===== src/rtl/dmem_access_unit_pkg.sv =====
// Shared encodings for the data-memory access unit: FSM states, access sizes,
// default bus timeout and the alignment rule.
package dmem_access_unit_pkg;

  localparam logic [1:0] ST_IDLE = 2'd0;
  localparam logic [1:0] ST_BUS  = 2'd1;
  localparam logic [1:0] ST_DONE = 2'd2;

  localparam logic [1:0] SZ_BYTE = 2'b00;
  localparam logic [1:0] SZ_HALF = 2'b01;
  localparam logic [1:0] SZ_WORD = 2'b10;

  localparam int DEFAULT_TIMEOUT_CYCLES = 16;

  // Any size with bit 1 set is a word access.
  function automatic logic is_misaligned(input logic [1:0] size, input logic [1:0] addr_lo);
    return ((size == SZ_HALF) && addr_lo[0]) || (size[1] && (addr_lo != 2'b00));
  endfunction

endpackage


===== src/rtl/store_lane_gen.sv =====
// Byte-lane write mask and replicated write data for a store of the given
// size at the given low address bits.
module store_lane_gen
  import dmem_access_unit_pkg::*;
(
  input  logic [1:0]  size_i,
  input  logic [1:0]  addr_lo_i,
  input  logic [31:0] rs2_i,
  output logic [3:0]  mask_o,
  output logic [31:0] data_o
);

  // NOTE: every output gets a default before the case so no path infers a latch.
  always_comb begin
    mask_o = 4'b1111;
    data_o = rs2_i;
    case (size_i)
      SZ_BYTE: begin
        mask_o = 4'b0001 << addr_lo_i;
        data_o = {4{rs2_i[7:0]}};
      end
      SZ_HALF: begin
        mask_o = 4'b0011 << {addr_lo_i[1], 1'b0};
        data_o = {2{rs2_i[15:0]}};
      end
      default: ;
    endcase
  end

endmodule


===== src/rtl/dmem_access_unit.sv =====
// Data-memory access unit: accepts one load/store from execute, runs a single
// bus transaction with timeout, and hands a registered result to the load unit.
module dmem_access_unit
  import dmem_access_unit_pkg::*;
#(
  parameter int TIMEOUT_CYCLES = DEFAULT_TIMEOUT_CYCLES
) (
  input  logic        clk_in,
  input  logic        rst_in,
  input  logic        req_valid_in,
  input  logic        is_store_in,
  input  logic [1:0]  load_size_in,
  input  logic        load_unsigned_in,
  input  logic [31:0] iadder_in,
  input  logic [31:0] rs2_in,
  output logic        req_ready_o,
  output logic [31:0] dm_addr_o,
  output logic [31:0] dm_wr_data_o,
  output logic [3:0]  dm_wr_mask_o,
  output logic        dm_wr_req_o,
  output logic        dm_rd_req_o,
  input  logic        dm_ack_in,
  input  logic [31:0] dm_rd_data_in,
  output logic [31:0] dm_data_o,
  output logic [1:0]  iadder_out_1to0_o,
  output logic [1:0]  load_size_o,
  output logic        load_unsigned_o,
  output logic        load_valid_o,
  output logic        store_done_o,
  output logic        stall_o,
  output logic        misaligned_o,
  output logic        bus_err_o
);

  localparam int CNT_W = (TIMEOUT_CYCLES > 1) ? $clog2(TIMEOUT_CYCLES) : 1;
  localparam logic [CNT_W-1:0] CNT_LAST = CNT_W'(TIMEOUT_CYCLES - 1);

  logic [1:0]       state_q, state_d;
  logic [CNT_W-1:0] wait_cnt_q, wait_cnt_d;
  logic [31:0]      addr_q, addr_d;
  logic [1:0]       size_q, size_d;
  logic             unsigned_q, unsigned_d;
  logic             store_q, store_d;
  logic [31:0]      wr_data_q, wr_data_d;
  logic [3:0]       wr_mask_q, wr_mask_d;
  logic [31:0]      rd_data_q, rd_data_d;
  logic [1:0]       out_lo_q, out_lo_d;
  logic [1:0]       out_size_q, out_size_d;
  logic             out_unsigned_q, out_unsigned_d;
  logic             load_valid_q, load_valid_d;
  logic             store_done_q, store_done_d;
  logic             misaligned_q, misaligned_d;
  logic             bus_err_q, bus_err_d;

  logic [3:0]       lane_mask;
  logic [31:0]      lane_data;

  store_lane_gen u_store_lane_gen (
    .size_i    (load_size_in),
    .addr_lo_i (iadder_in[1:0]),
    .rs2_i     (rs2_in),
    .mask_o    (lane_mask),
    .data_o    (lane_data)
  );

  always_comb begin
    state_d        = state_q;
    wait_cnt_d     = wait_cnt_q;
    addr_d         = addr_q;
    size_d         = size_q;
    unsigned_d     = unsigned_q;
    store_d        = store_q;
    wr_data_d      = wr_data_q;
    wr_mask_d      = wr_mask_q;
    rd_data_d      = rd_data_q;
    out_lo_d       = out_lo_q;
    out_size_d     = out_size_q;
    out_unsigned_d = out_unsigned_q;
    load_valid_d   = 1'b0;
    store_done_d   = 1'b0;
    misaligned_d   = 1'b0;
    bus_err_d      = 1'b0;

    case (state_q)
      ST_IDLE: begin
        if (req_valid_in) begin
          if (is_misaligned(load_size_in, iadder_in[1:0])) begin
            misaligned_d = 1'b1;
          end else begin
            addr_d     = iadder_in;
            size_d     = load_size_in;
            unsigned_d = load_unsigned_in;
            store_d    = is_store_in;
            wr_mask_d  = is_store_in ? lane_mask : 4'b0000;
            wr_data_d  = is_store_in ? lane_data : 32'd0;
            wait_cnt_d = '0;
            state_d    = ST_BUS;
          end
        end
      end
      ST_BUS: begin
        // Ack is tested first so it wins over a simultaneous timeout.
        if (dm_ack_in) begin
          state_d = ST_DONE;
          if (!store_q) begin
            rd_data_d      = dm_rd_data_in;
            out_lo_d       = addr_q[1:0];
            out_size_d     = size_q;
            out_unsigned_d = unsigned_q;
          end
        end else if (wait_cnt_q == CNT_LAST) begin
          bus_err_d = 1'b1;
          state_d   = ST_IDLE;
        end else begin
          wait_cnt_d = wait_cnt_q + 1'b1;
        end
      end
      ST_DONE: begin
        load_valid_d = !store_q;
        store_done_d = store_q;
        state_d      = ST_IDLE;
      end
      default: state_d = ST_IDLE;
    endcase
  end

  // NOTE: state registers use non-blocking assignments so every flop samples pre-edge values.
  always_ff @(posedge clk_in or posedge rst_in) begin
    if (rst_in) begin
      state_q        <= ST_IDLE;
      wait_cnt_q     <= '0;
      addr_q         <= 32'd0;
      size_q         <= 2'b00;
      unsigned_q     <= 1'b0;
      store_q        <= 1'b0;
      wr_data_q      <= 32'd0;
      wr_mask_q      <= 4'b0000;
      rd_data_q      <= 32'd0;
      out_lo_q       <= 2'b00;
      out_size_q     <= 2'b00;
      out_unsigned_q <= 1'b0;
      load_valid_q   <= 1'b0;
      store_done_q   <= 1'b0;
      misaligned_q   <= 1'b0;
      bus_err_q      <= 1'b0;
    end else begin
      state_q        <= state_d;
      wait_cnt_q     <= wait_cnt_d;
      addr_q         <= addr_d;
      size_q         <= size_d;
      unsigned_q     <= unsigned_d;
      store_q        <= store_d;
      wr_data_q      <= wr_data_d;
      wr_mask_q      <= wr_mask_d;
      rd_data_q      <= rd_data_d;
      out_lo_q       <= out_lo_d;
      out_size_q     <= out_size_d;
      out_unsigned_q <= out_unsigned_d;
      load_valid_q   <= load_valid_d;
      store_done_q   <= store_done_d;
      misaligned_q   <= misaligned_d;
      bus_err_q      <= bus_err_d;
    end
  end

  // Bus requests decode from state, so an async reset drops them at once.
  assign req_ready_o       = (state_q == ST_IDLE);
  assign stall_o           = (state_q != ST_IDLE);
  assign dm_rd_req_o       = (state_q == ST_BUS) && !store_q;
  assign dm_wr_req_o       = (state_q == ST_BUS) && store_q;
  assign dm_addr_o         = {addr_q[31:2], 2'b00};
  assign dm_wr_data_o      = wr_data_q;
  assign dm_wr_mask_o      = wr_mask_q;
  assign dm_data_o         = rd_data_q;
  assign iadder_out_1to0_o = out_lo_q;
  assign load_size_o       = out_size_q;
  assign load_unsigned_o   = out_unsigned_q;
  assign load_valid_o      = load_valid_q;
  assign store_done_o      = store_done_q;
  assign misaligned_o      = misaligned_q;
  assign bus_err_o         = bus_err_q;

endmodule


===== config.mk =====
export PLATFORM = sky130hd
export DESIGN_NAME = dmem_access_unit
export DESIGN_NICKNAME = d
export VERILOG_FILES = /design/src/rtl/dmem_access_unit_pkg.sv /design/src/rtl/store_lane_gen.sv /design/src/rtl/dmem_access_unit.sv
export SDC_FILE = /design/constraint.sdc
export NUM_CORES = 1
export LEC_CHECK = 0
export CAP_MARGIN = 15
export CORE_MARGIN = 2
export CORE_UTILIZATION = 28
export CTS_CLUSTER_SIZE = 40
export DETAILED_ROUTE_END_ITERATION = 12
export PLACE_DENSITY = 0.7
export SYNTH_ARGS = -nofsm -noshare
export SYNTH_HDL_FRONTEND = slang
export SYNTH_SLANG_ARGS = --single-unit

===== constraint.sdc =====
create_clock -name clk_in -period 3.8 [get_ports clk_in]
set_clock_uncertainty 0.15 [all_clocks]
set_input_delay 0.76 -clock clk_in [delete_from_list [all_inputs] [get_ports clk_in]]
set_output_delay 0.76 -clock clk_in [all_outputs]
set_load 0.02 [all_outputs]

==> impl_metrics.toml <==
[synthesis]
ys_warn_count = 0
synth.area.mux_share_pct = 23.0
ys_ff_latch = 119
syn_area_mm2 = 0.00549
synth-simple-area-share_pct = 8.28
synth_xor_area_share_pct = 0
synthFlopType = "dfrtp_1"
synthAdderAreaFrac_pct = 0.228
synth.top_cell.area_share_pct = 54.3
ys_async_sr_fraction_pct = 100
synth_edf_count = 0
yosysTopAreaCell = "dfrtp_1"
synthCells = 449
synth_area_per_cell_um2 = 12.2
synth_top_family_by_area = "multiplexers"
yosys.cell_types.count = 39
seq_area_frac_synth_pct = 54.3
synth_top_cells_by_area = "dfrtp_1 (54%), mux2_4 (14%), mux2_2 (6.8%), nand2_1 (5.7%), o21ai_0 (4.7%)"
synth_commonest_cells = "dfrtp_1 (119), nand2_1 (83), mux2_4 (51), o21ai_0 (51), mux2_2 (33)"
synth.most_common_cell = "dfrtp_1"
synth_compound_area_share_pct = 6.34

[setup_path]
end_kind = "output pin"
path_max_fanout = 13
cp.arrival_ns = 1.97
critical_path_class = "reg2out"
cp-start-kind = "flop"
crit_required_ns = 2.89

[floorplan]
io_pins = 217
fp.dieW_um = 144
start_util_pct = 28.4
die_area_mm2 = 0.0207
num_rows = 51
die-height_um = 144
core_area_mm2 = 0.0193

[placement]
gp_congestion = 0.826
hpwlAfterDp_um = 10100
dp_slack_ns = 0.767
io_buffers = 214

[sta]
fin_tns_setup_ns = 0
setup_ws_ns = 0.924
period_share_pct = 75.7
finalCriticalPeriod_ns = 2.88
rsz0062_at_grt = "no"
final-setup-viol-count = 0
hold_viol_final = 0
drv_slew = 0
worst_pin_slew_ns = 0.886
max_freq_ghz = 0.348
relSlewSlack_pct = 40.7

[global_route]
grt_pass1_vias = 3916
antenna_found_initial = 0
grt_first_pass_wirelength_um = 21400
grt_overflow = 0
gr-usage-all-layers_pct = 13.6
grt_max_degree = 120

[clock_tree]
cts_buffers = 17
post_cts_resized = 0
cts.sinks = 119
clk_latency_ns = 0.41
cts_max_path_buffers = 2
clockRootBuffer = "clkbuf_16"
cts_tree = "built"
clk_pin_slew_ns = 0.06
htree_levels = 4
ctsHoldBuffers = 0
cts_setup_buffers = 0

[finish]
syn_to_final_growth_pct = 50.3
fill_cells = 1823
drive_gt1_share_pct = 20.1
nets = 740
num_antenna_cells = 0

[routing]
firstDrtPassIters = 4
routedWlPerCell_um = 15.4
drc = 0
wirelength_um = 14000
drtIter0Drc = 137
viasPerCell = 4.26
num_vias = 3882
ant_nets = 0

[pwr]
ir_worst_vdd_v = 0.000278
p_leak_nw = 3.58
p_per_area_mw_per_mm2 = 804

[min_path]
worstHoldPathType = "reg2reg"

[flow_run]
cap_violations = 0

[run_status]
outcome = "finished, final reports clean"
## where the power goes
part	leakage, nW	internal, W	total [W]	switching (W)
registers	1.47	0.00183	0.00217	0.000342
logic	1.82	0.00157	0.00286	0.00129
clock network	0.291	0.00104	0.00160	0.000557
## sequential cells by signal, indices dropped and copies added, names as in the netlist
signal,cells
addr_q,32
dm_data_o,32
dm_wr_data_o,32
dm_wr_mask_o,4
wait_cnt_q,4
iadder_out_1to0_o,2
load_size_o,2
size_q,2
state_q,2
bus_err_o,1
load_unsigned_o,1
load_valid_o,1
misaligned_o,1
store_done_o,1
store_q,1
unsigned_q,1
## critical path: stages (launching register included)
cell,delay [ns]
dfrtp_1,0.55
nor2b_1,0.25
and2_1,0.15
clkdlybuf4s50_1,0.59
## metal layers
metal	GRT usage, %	up-vias	part of all wire (%)
li1	-	1868	-
met1	17.5	1836	44
met2	21.1	164	45
met3	5.63	14	9.5
met4	3.97	0	1.3
met5	0	-	0
## logic make-up after synthesis
| logic type | Yosys count |
|---|---|
| mux | 96 |
| buf+inv | 62 |
| simple gates | 106 |
| other cells | 1 |
| flops | 119 |
| fa+ha+maj | 1 |
| compound gates | 64 |
## cells in the final DEF, fill, tap and decap left out, types with 5 or more instances in the layout
cell,instances
clkbuf_8,5
o21ai_0,51
clkdlybuf4s50_1,214
clkbuf_16,17
mux2_4,51
buf_4,7
nor2_1,5
mux2i_1,8
dfrtp_1,119
nand2_1,83
mux2_2,33
## layout make-up
cell class,instances,area [um^2],share of cell area (%)
clock buffer,23,498,6.04
timing repair buffer,223,2230,27.1
sequential,119,2980,36.1
clock inverter,8,95.1,1.15
inverter,5,22.5,0.273
tap,265,332,4.02
multi-input combinational,269,2090,25.3
## path summary, 6_finish.rpt
kind,from,end,slack (ns),cells after the start
max,state_q[0],dm_wr_req_o,0.92,3
min,dm_wr_data_o[20],dm_wr_data_o[20],0.33,2
max reg2reg,state_q[0],load_unsigned_o,1.60,5
min reg2reg,dm_wr_data_o[20],dm_wr_data_o[20],0.33,2
max in group asynchronous,rst_in,store_q,2.26,3
min in group asynchronous,rst_in,addr_q[15],0.76,3
## stage by stage
stage | hold slack [ns] | util [%] | power, W | instances | instance area, um^2
after floorplan | 0.300 | - | 0.00391 | 450 | 5490
after global placement | 0.312 | 39.6 | 0.00503 | 881 | 7650
after detailed placement | 0.320 | 39.6 | 0.00508 | 881 | 7650
after CTS | 0.332 | 42.6 | 0.00672 | 912 | 8250
after global routing | 0.359 | 42.6 | 0.00700 | 912 | 8250
final | 0.328 | 42.6 | 0.00663 | 912 | 8250
No activity file was read; power rests on OpenSTA's default activity.
